### config.mk
export PLATFORM = sky130hd
export DESIGN_NAME = mult_share_sched_flat
export DESIGN_NICKNAME = d
export VERILOG_FILES = /design/src/rtl/mult_share_sched_if.sv /design/src/rtl/mult_share_sched.sv /design/src/flat_wrapper.sv
export SDC_FILE = /design/constraint.sdc
export NUM_CORES = 1
export LEC_CHECK = 0
export CAP_MARGIN = 5
export CORE_MARGIN = 1.5
export CORE_UTILIZATION = 28
export CTS_CLUSTER_SIZE = 14
export DETAILED_ROUTE_END_ITERATION = 8
export DONT_BUFFER_PORTS = 1
export PLACE_DENSITY = 0.45
export SYNTH_ARGS = -nofsm -noshare
export SYNTH_HDL_FRONTEND = slang
export SYNTH_SLANG_ARGS = --single-unit
export TNS_END_PERCENT = 30
### constraint.sdc
create_clock -name clk -period 1.8 [get_ports clk]
set_input_delay 0.27 -clock clk [delete_from_list [all_inputs] [get_ports clk]]
set_output_delay 0.27 -clock clk [all_outputs]
set_load 0.05 [all_outputs]
### src/rtl/mult_share_sched_if.sv
// rtl/mult_share_sched_if.sv - request, response and multiplier handshake bundle for mult_share_sched
interface mult_share_sched_if;
    logic        req0_valid;
    logic [7:0]  req0_a;
    logic [7:0]  req0_b;
    logic        req0_ready;
    logic        req1_valid;
    logic [7:0]  req1_a;
    logic [7:0]  req1_b;
    logic        req1_ready;
    logic        mult_start;
    logic [7:0]  mult_dataa;
    logic [7:0]  mult_datab;
    logic        mult_done;
    logic [15:0] mult_product;
    logic        resp0_valid;
    logic        resp0_ready;
    logic        resp1_valid;
    logic        resp1_ready;
    logic [15:0] resp_product;
    logic        resp_err;
    logic        busy;
    logic        owner;

    modport slave (
        input  req0_valid, req0_a, req0_b, req1_valid, req1_a, req1_b,
        input  mult_done, mult_product, resp0_ready, resp1_ready,
        output req0_ready, req1_ready, mult_start, mult_dataa, mult_datab,
        output resp0_valid, resp1_valid, resp_product, resp_err, busy, owner
    );

    modport master (
        output req0_valid, req0_a, req0_b, req1_valid, req1_a, req1_b,
        output mult_done, mult_product, resp0_ready, resp1_ready,
        input  req0_ready, req1_ready, mult_start, mult_dataa, mult_datab,
        input  resp0_valid, resp1_valid, resp_product, resp_err, busy, owner
    );
endinterface

### src/rtl/mult_share_sched.sv
// rtl/mult_share_sched.sv - round-robin scheduler sharing one sequential 8x8 multiplier between two ports
module mult_share_sched #(
    parameter int TIMEOUT_CYCLES = 16
) (
    input  logic              clk,
    input  logic              reset_a,
    mult_share_sched_if.slave bus
);
    typedef enum logic [1:0] {
        IDLE   = 2'd0,
        LAUNCH = 2'd1,
        WAIT   = 2'd2,
        RESP   = 2'd3
    } state_t;

    state_t      state;
    state_t      state_nx;
    logic        last_grant;
    logic        owner_q;
    logic        err_q;
    logic [7:0]  opa_q;
    logic [7:0]  opb_q;
    logic [7:0]  timer_q;
    logic [15:0] prod_q;
    logic        grant;
    logic        req_hs;
    logic        resp_hs;
    logic        timeout;

    // A lone valid port wins outright; contention goes to the port not served last.
    always_comb begin
        grant = ~last_grant;
        if (bus.req0_valid && !bus.req1_valid) begin
            grant = 1'b0;
        end else if (bus.req1_valid && !bus.req0_valid) begin
            grant = 1'b1;
        end
    end

    // Ready is gated by reset so every output reads 0 while reset_a is high.
    assign bus.req0_ready = !reset_a && (state == IDLE) && !grant && bus.req0_valid;
    assign bus.req1_ready = !reset_a && (state == IDLE) &&  grant && bus.req1_valid;
    assign req_hs         = bus.req0_ready || bus.req1_ready;
    assign resp_hs        = (state == RESP) && (owner_q ? bus.resp1_ready : bus.resp0_ready);
    assign timeout        = (timer_q == 8'(TIMEOUT_CYCLES - 1));

    always_ff @(posedge clk or posedge reset_a) begin
        if (reset_a) begin
            state <= IDLE;
        end else begin
            state <= state_nx;
        end
    end

    always_comb begin
        state_nx = state;
        case (state)
            IDLE:    if (req_hs) state_nx = LAUNCH;
            LAUNCH:  state_nx = WAIT;
            WAIT:    if (bus.mult_done || timeout) state_nx = RESP;
            RESP:    if (resp_hs) state_nx = IDLE;
            default: state_nx = IDLE;
        endcase
    end

    always_ff @(posedge clk or posedge reset_a) begin
        if (reset_a) begin
            last_grant <= 1'b1;
            owner_q    <= 1'b0;
            err_q      <= 1'b0;
            opa_q      <= 8'd0;
            opb_q      <= 8'd0;
            timer_q    <= 8'd0;
            prod_q     <= 16'd0;
        end else begin
            case (state)
                IDLE: begin
                    if (req_hs) begin
                        opa_q      <= grant ? bus.req1_a : bus.req0_a;
                        opb_q      <= grant ? bus.req1_b : bus.req0_b;
                        owner_q    <= grant;
                        last_grant <= grant;
                    end
                end
                LAUNCH: begin
                    timer_q <= 8'd0;
                end
                WAIT: begin
                    timer_q <= timer_q + 8'd1;
                    // A done coincident with the last allowed cycle still counts as a result.
                    if (bus.mult_done) begin
                        prod_q <= bus.mult_product;
                        err_q  <= 1'b0;
                    end else if (timeout) begin
                        prod_q <= 16'd0;
                        err_q  <= 1'b1;
                    end
                end
                default: begin
                end
            endcase
        end
    end

    assign bus.mult_start   = (state == LAUNCH);
    assign bus.mult_dataa   = opa_q;
    assign bus.mult_datab   = opb_q;
    assign bus.resp0_valid  = (state == RESP) && !owner_q;
    assign bus.resp1_valid  = (state == RESP) &&  owner_q;
    assign bus.resp_product = prod_q;
    assign bus.resp_err     = err_q;
    assign bus.busy         = (state != IDLE);
    assign bus.owner        = owner_q;
endmodule

### src/flat_wrapper.sv
// flat-port wrapper written by rule: the top's interface ports become plain ports
module mult_share_sched_flat 
#(
    parameter int TIMEOUT_CYCLES = 16
)
  (clk, reset_a, bus_req0_valid, bus_req0_a, bus_req0_b, bus_req1_valid, bus_req1_a, bus_req1_b, bus_mult_done, bus_mult_product, bus_resp0_ready, bus_resp1_ready, bus_req0_ready, bus_req1_ready, bus_mult_start, bus_mult_dataa, bus_mult_datab, bus_resp0_valid, bus_resp1_valid, bus_resp_product, bus_resp_err, bus_busy, bus_owner);
  mult_share_sched_if bus_i ();
  input  logic clk;
  input  logic reset_a;
  input wire logic [$bits(bus_i.req0_valid)-1:0] bus_req0_valid;
  input wire logic [$bits(bus_i.req0_a)-1:0] bus_req0_a;
  input wire logic [$bits(bus_i.req0_b)-1:0] bus_req0_b;
  input wire logic [$bits(bus_i.req1_valid)-1:0] bus_req1_valid;
  input wire logic [$bits(bus_i.req1_a)-1:0] bus_req1_a;
  input wire logic [$bits(bus_i.req1_b)-1:0] bus_req1_b;
  input wire logic [$bits(bus_i.mult_done)-1:0] bus_mult_done;
  input wire logic [$bits(bus_i.mult_product)-1:0] bus_mult_product;
  input wire logic [$bits(bus_i.resp0_ready)-1:0] bus_resp0_ready;
  input wire logic [$bits(bus_i.resp1_ready)-1:0] bus_resp1_ready;
  output wire logic [$bits(bus_i.req0_ready)-1:0] bus_req0_ready;
  output wire logic [$bits(bus_i.req1_ready)-1:0] bus_req1_ready;
  output wire logic [$bits(bus_i.mult_start)-1:0] bus_mult_start;
  output wire logic [$bits(bus_i.mult_dataa)-1:0] bus_mult_dataa;
  output wire logic [$bits(bus_i.mult_datab)-1:0] bus_mult_datab;
  output wire logic [$bits(bus_i.resp0_valid)-1:0] bus_resp0_valid;
  output wire logic [$bits(bus_i.resp1_valid)-1:0] bus_resp1_valid;
  output wire logic [$bits(bus_i.resp_product)-1:0] bus_resp_product;
  output wire logic [$bits(bus_i.resp_err)-1:0] bus_resp_err;
  output wire logic [$bits(bus_i.busy)-1:0] bus_busy;
  output wire logic [$bits(bus_i.owner)-1:0] bus_owner;
  assign bus_i.req0_valid = bus_req0_valid;
  assign bus_i.req0_a = bus_req0_a;
  assign bus_i.req0_b = bus_req0_b;
  assign bus_i.req1_valid = bus_req1_valid;
  assign bus_i.req1_a = bus_req1_a;
  assign bus_i.req1_b = bus_req1_b;
  assign bus_i.mult_done = bus_mult_done;
  assign bus_i.mult_product = bus_mult_product;
  assign bus_i.resp0_ready = bus_resp0_ready;
  assign bus_i.resp1_ready = bus_resp1_ready;
  assign bus_req0_ready = bus_i.req0_ready;
  assign bus_req1_ready = bus_i.req1_ready;
  assign bus_mult_start = bus_i.mult_start;
  assign bus_mult_dataa = bus_i.mult_dataa;
  assign bus_mult_datab = bus_i.mult_datab;
  assign bus_resp0_valid = bus_i.resp0_valid;
  assign bus_resp1_valid = bus_i.resp1_valid;
  assign bus_resp_product = bus_i.resp_product;
  assign bus_resp_err = bus_i.resp_err;
  assign bus_busy = bus_i.busy;
  assign bus_owner = bus_i.owner;
  mult_share_sched #(.TIMEOUT_CYCLES(TIMEOUT_CYCLES)) u_core (.clk(clk), .reset_a(reset_a), .bus(bus_i));
endmodule
# Word-level counts from Yosys, hierarchy flattened
# Index checks and enable logic that the tools add are counted.
dict set report classes {
  eq_ne 7
  n_bitwise 1
  reduce_logical 24
  n_addsub 1
  mux 14
}
# op n
set ops {}
lappend ops {{$mux 16} 2}
lappend ops {{$mux 8} 2}
lappend ops {{$pmux 8 s2} 1}
lappend ops {{$logic_and 1x1->1} 10}
lappend ops {{$add 8x1->8 const B} 1}
lappend ops {{$eq 8x4->1 const B} 1}
lappend ops {{$pmux 2 s4} 1}
lappend ops {{$mux 2} 3}
lappend ops {{$ne 2x1->1 const B} 3}
lappend ops {{$reduce_bool 2->1} 3}
lappend ops {{$logic_not 1->1} 5}
lappend ops {{$mux 1} 5}
lappend ops {{$eq 2x2->1 const B} 2}
lappend ops {{$reduce_and 2->1} 2}
lappend ops {{$reduce_and 3->1} 1}
lappend ops {{$eq 2x1->1 const B} 1}
lappend ops {{$logic_not 2->1} 1}
lappend ops {{$logic_or 1x1->1} 2}
lappend ops {{$not 1->1} 1}
dict set report word_totals {
  input_bits 55
  ff_bits 45
}

# Logic depth before layout (Yosys ltp)
dict set report logic_depth {
  ltp_word 10
  mapped_depth 7
  depth_no_buf 6
}

# Least setup slack after synthesis
# Ideal clock, no wire load.
dict set report synth_path {
  path_kind {register -> output}
  start {register u_core.last_grant}
  end {output port bus_req0_ready}
  path_slack_ns 0.015
  stages_incl_launch_ff 6
  n_path_buf 2
  t_arrival_ns 1.515
  cell_sequence {dfstp_2 > nor2_1 > o21ai_0 > buf_4 > buf_6 > and3_1}
}
dict set report synth_between {
  elab_chain_len 6
}
# item line
set synth_rtl {}
lappend synth_rtl {{start, declared} mult_share_sched.sv:18} ;# logic last_grant;
lappend synth_rtl {{start signal, assigned} mult_share_sched.sv:82} ;# last_grant <= grant;
lappend synth_rtl {{$not 1->1} mult_share_sched.sv:32} ;# grant = ~last_grant;
lappend synth_rtl {{$mux 1} mult_share_sched.sv:35} ;# end else if (bus.req1_valid && !bus.req0_valid) begin
lappend synth_rtl {{$mux 1} mult_share_sched.sv:33} ;# if (bus.req0_valid && !bus.req1_valid) begin
lappend synth_rtl {{$logic_not 1->1} mult_share_sched.sv:41} ;# assign bus.req0_ready = !reset_a && (state == IDLE) && !grant && bus.req0_valid;
lappend synth_rtl {{$logic_and 1x1->1 (2 in series)} mult_share_sched.sv:41}
lappend synth_rtl {{end, declared} flat_wrapper.sv:20} ;# output wire logic [$bits(bus_i.req0_ready)-1:0] bus_req0_ready;
# No other way between the ends.

# Worst setup path in the final report
dict set report layout_path {
  start {register u_core.state[1]}
  end {output port bus_req0_ready}
}
dict set report layout_between {
  elab_chain_len 4
}
# item line
set layout_rtl {}
lappend layout_rtl {{start, declared} mult_share_sched.sv:16} ;# state_t state;
lappend layout_rtl {{start signal, assigned} mult_share_sched.sv:51} ;# state <= state_nx;
lappend layout_rtl {{$logic_not 2->1} mult_share_sched.sv:41}
lappend layout_rtl {{$logic_and 1x1->1 (3 in series)} mult_share_sched.sv:41}
# No other way between the ends.

==> metrics.md <==
| Metric | Value |
|---|---|
| Setup repair after global routing missed its margin | true |
| Initial antenna violation count | 0 |
| Post-synth EDFFs | 0 |
| Crit end category | primary output |
| Pwr/cell area | around 2100 mW/mm2 |
| Static Leakage | 0.00119 uW |
| Ratio of routed vias to standard cells | ~5 |
| Min setup slack post-route | roughly 0.037 ns |
| Path class of the lowest-slack min-delay path | primary input to flip-flop |
| Total Die Area | between 0.008 and 0.009 mm2 |
| Final clock period utilization by the worst path | 0.979 |
| Post-synthesis area per instance | between 10 and 15 um2 |
| Post-synth top area share | 0.519 |
| Critical Path Start Type | flip-flop |
| Ranking of synthesized cells by area | sky130_fd_sc_hd__dfrtp_1 52%, sky130_fd_sc_hd__mux2i_1 9.0%, sky130_fd_sc_hd__o21ai_0 7.1% |
| DIE HEIGHT | 90.1 um |
| IR Drop Worst-Case VDD | 0.000868 V |
| Wire length of the first global-routing pass | ~8 mm |
| Core footprint | between 0.007 and 0.008 mm2 |
| Number of DRC markers after the initial detailed-route iteration | 38 |
| 1st-pass router iterations | 4 |
| Clock period minus final worst setup slack | 1.76 ns |
| Final weighted congestion in routability-driven placement | approximately 0.70 |
| Tightest Pin Transition | 0.516 ns |
| Sequential cell area fraction in the yosys report | 0.531 |
| DP Worst Slack | about 0.094 ns |
| Run status | complete, no violations |
| Per-cell routed wire length | about 15 um |
| Inserted Clock Buffers | 5 |
| Floorplan row count | 31 |
| Crit path DAT | 1.49 ns |
| Primary FF master, synth | sky130_fd_sc_hd__dfrtp_1 |
| Post-layout net count | ~280 |
| Clock latency reported for the late side of the worst-skew pair | about 0.3 ns |
| Floorplan die width | about 90 um |
| Net count after synthesis | 260 |
| Number of design rule violations left after detail routing | 0 |
| Sum of overflow across all layers after global routing | 0 |
| Count of maximum capacitance violations | 0 |
| Fraction of final layout cells sized beyond drive strength 1 | 0.198 |
| Post-synthesis adder-cell area fraction | 0.0354 |
| Count of H-tree levels built during CTS | 2 |
| Async set-reset flop share out of synthesis | 1.00 |
| Detailed Place HPWL | roughly 3.4 mm |
| Cell variety after synth | 34 |
| Combined area of all synthesized cells | 0.00212 mm2 |
| Post-synth top area cell | sky130_fd_sc_hd__dfrtp_1 |
| Final Skew | between 0.007 and 0.008 ns |
| I/O pin count | 95 |
| Diode count | 0 |
| Total of endpoints with negative setup slack in the final report | 0 |
| Largest family of logic cells by synthesized area | compound AO/OA/AOI/OAI gates |
| Area Overhead vs Synth | 18.4% |
| Final-report max-slew violation count | 0 |
| Flop and latch count out of synthesis | 45 |
| Maximum count of clock buffers along a single path | 2 |
| Xor and xnor area share after synthesis | 0.00412 |
| Worst slew margin relative to its limit | 0.656 |
| Number of global-route vias before repair | 1544 |
| Register clock-pin slew on the reported worst setup and hold paths | approximately 0.09 ns |
| Final wirelength | between 4 and 5 mm |
| Remaining antenna violation count | 0 |
| Clock Sinks | 45 |
| Highest clock rate | 567 MHz |
| Share of the synthesized area in compound gates (AO/OA/AOI/OAI) | 0.159 |
| Final TNS setup | 0 ns |
| Worst Path Max Fanout | 4 |
| Syn Inst Count | 199 |
| Final hold vios | 0 |
| Initial standard-cell utilization of the core | 0.291 |
| Number of vias after detailed routing | approximately 1500 |
| Warnings, synthesis | 0 |
| WP data required | around 1.5 ns |
| Maximum number of pins on one net before global-route repair | 33 |
| Number of buffers inserted by port buffering | 0 |
| Top-count cell post-synth | sky130_fd_sc_hd__dfrtp_1 |
| Mux contribution to synthesized area | 0.0949 |
| Critical Setup Path Class | flip-flop to primary output |
| Synth top cells by count | 44 x sky130_fd_sc_hd__dfrtp_1, 30 x sky130_fd_sc_hd__o21ai_0, 29 x sky130_fd_sc_hd__nand2_1 |
| CTS tree | yes |
| Total track usage | 0.121 |
| Post-synthesis simple-gate area fraction | 0.137 |
| Root buf cell | sky130_fd_sc_hd__clkbuf_8 |
==> repair_timing <==
| action | in CTS | in global routing |
|---|---|---|
| gates resized for setup | 8 | 2 |
| endpoints found under the setup margin | 2 | 3 |
| endpoints found under the hold margin | 19 | 0 |
| pin swaps | 0 | 1 |
| setup buffers | 5 | 0 |
| hold buffers | 1 | 0 |
==> metrics by stage <==
step | power (uW) | instance area, um2 | util | instances | hold slack [ns]
after CTS | 5300 | 2500 | 0.343 | 316 | 0.0125
after detailed placement | 4540 | 2340 | 0.320 | 302 | 0.216
after global routing | 5590 | 2510 | 0.345 | 316 | 0.0155
final | 5250 | 2510 | 0.345 | 316 | 0.0272
after floorplan | 4080 | 2120 | - | 199 | 0.333
after global placement | 4520 | 2340 | 0.320 | 302 | 0.223
==> critical path: stages, from the launching register on <==
cell	delay (ns)
sky130_fd_sc_hd__dfrtp_1	0.39
sky130_fd_sc_hd__inv_2	0.07
sky130_fd_sc_hd__ha_4	0.15
sky130_fd_sc_hd__and2b_1	0.17
sky130_fd_sc_hd__buf_6	0.12
sky130_fd_sc_hd__and3_4	0.16
sky130_fd_sc_hd__buf_12	0.14
==> registers in the layout, indices dropped and copies added, names as in the netlist <==
signal	flops
u_core.bus.mult_dataa	8
u_core.bus.mult_datab	8
u_core.bus.owner	1
u_core.bus.resp_err	1
u_core.bus.resp_product	16
u_core.last_grant	1
u_core.state	2
u_core.timer_q	8
==> kinds of logic after synthesis <==
logic type,Yosys count
adders and majority gates,6
muxes,20
AOI/OAI and AO/OA,52
buffers and inverters,17
and+or+nand+nor,58
DFF,45
xor gates and xnor gates,1
==> report_power, final <==
| part | total (uW) | switching, uW | internal [uW] |
|---|---|---|---|
| registers | 2890 | 1490 | 1400 |
| logic | 1710 | 957 | 757 |
| clock network | 642 | 366 | 276 |
| total | 5250 | 2820 | 2430 |
==> metal layers <==
metal | vias up | track usage | wire, um
met5 | - | 0 | 0
met4 | 0 | 0.0291 | 37
met3 | 6 | 0.0558 | 482
met2 | 67 | 0.191 | 2180
met1 | 729 | 0.149 | 2050
li1 | 735 | - | -
==> area by class of cell <==
type / count / area [um2]
inverter: 7 / 26.3
timing repair buffer: 20 / 206
multi-input combinational: 137 / 938
tap: 99 / 124
sequential: 45 / 1130
clock inverter: 3 / 22.5
fill: 789 / 4780
clock buffer: 5 / 68.8
==> layout by cell type (no fill, tap or decap), types with 2 or more instances in the layout <==
cell and instances:
sky130_fd_sc_hd__a21o_1 3, sky130_fd_sc_hd__a21oi_1 2, sky130_fd_sc_hd__a22o_1 10, sky130_fd_sc_hd__and2_1 3, sky130_fd_sc_hd__and3_4 2, sky130_fd_sc_hd__buf_12 4
sky130_fd_sc_hd__buf_4 14, sky130_fd_sc_hd__clkbuf_8 5, sky130_fd_sc_hd__clkinv_4 2, sky130_fd_sc_hd__dfrtp_1 44, sky130_fd_sc_hd__ha_1 5, sky130_fd_sc_hd__inv_1 4
sky130_fd_sc_hd__inv_2 3, sky130_fd_sc_hd__mux2i_1 19, sky130_fd_sc_hd__nand2_1 29, sky130_fd_sc_hd__nand3_1 11, sky130_fd_sc_hd__nor2_1 3, sky130_fd_sc_hd__nor2b_1 3
sky130_fd_sc_hd__nor3_1 2, sky130_fd_sc_hd__o21ai_0 29, sky130_fd_sc_hd__o21ai_2 2
==> final timing paths <==
check / cells past startpoint / startpoint / end / slack, ns
min in group asynchronous: 2 / reset_a / u_core.bus.resp_product[4] / 0.45
setup reg to reg: 7 / u_core.state[1] / u_core.state[1] / 0.10
hold reg to reg: 1 / u_core.timer_q[0] / u_core.timer_q[0] / 0.51
max in group asynchronous: 3 / reset_a / u_core.bus.resp_product[14] / 0.85
hold / removal: 1 / bus_req0_valid / u_core.last_grant / 0.03
setup / recovery: 6 / u_core.state[1] / bus_req0_ready / 0.04
No activity file was read; power rests on OpenSTA's default activity.
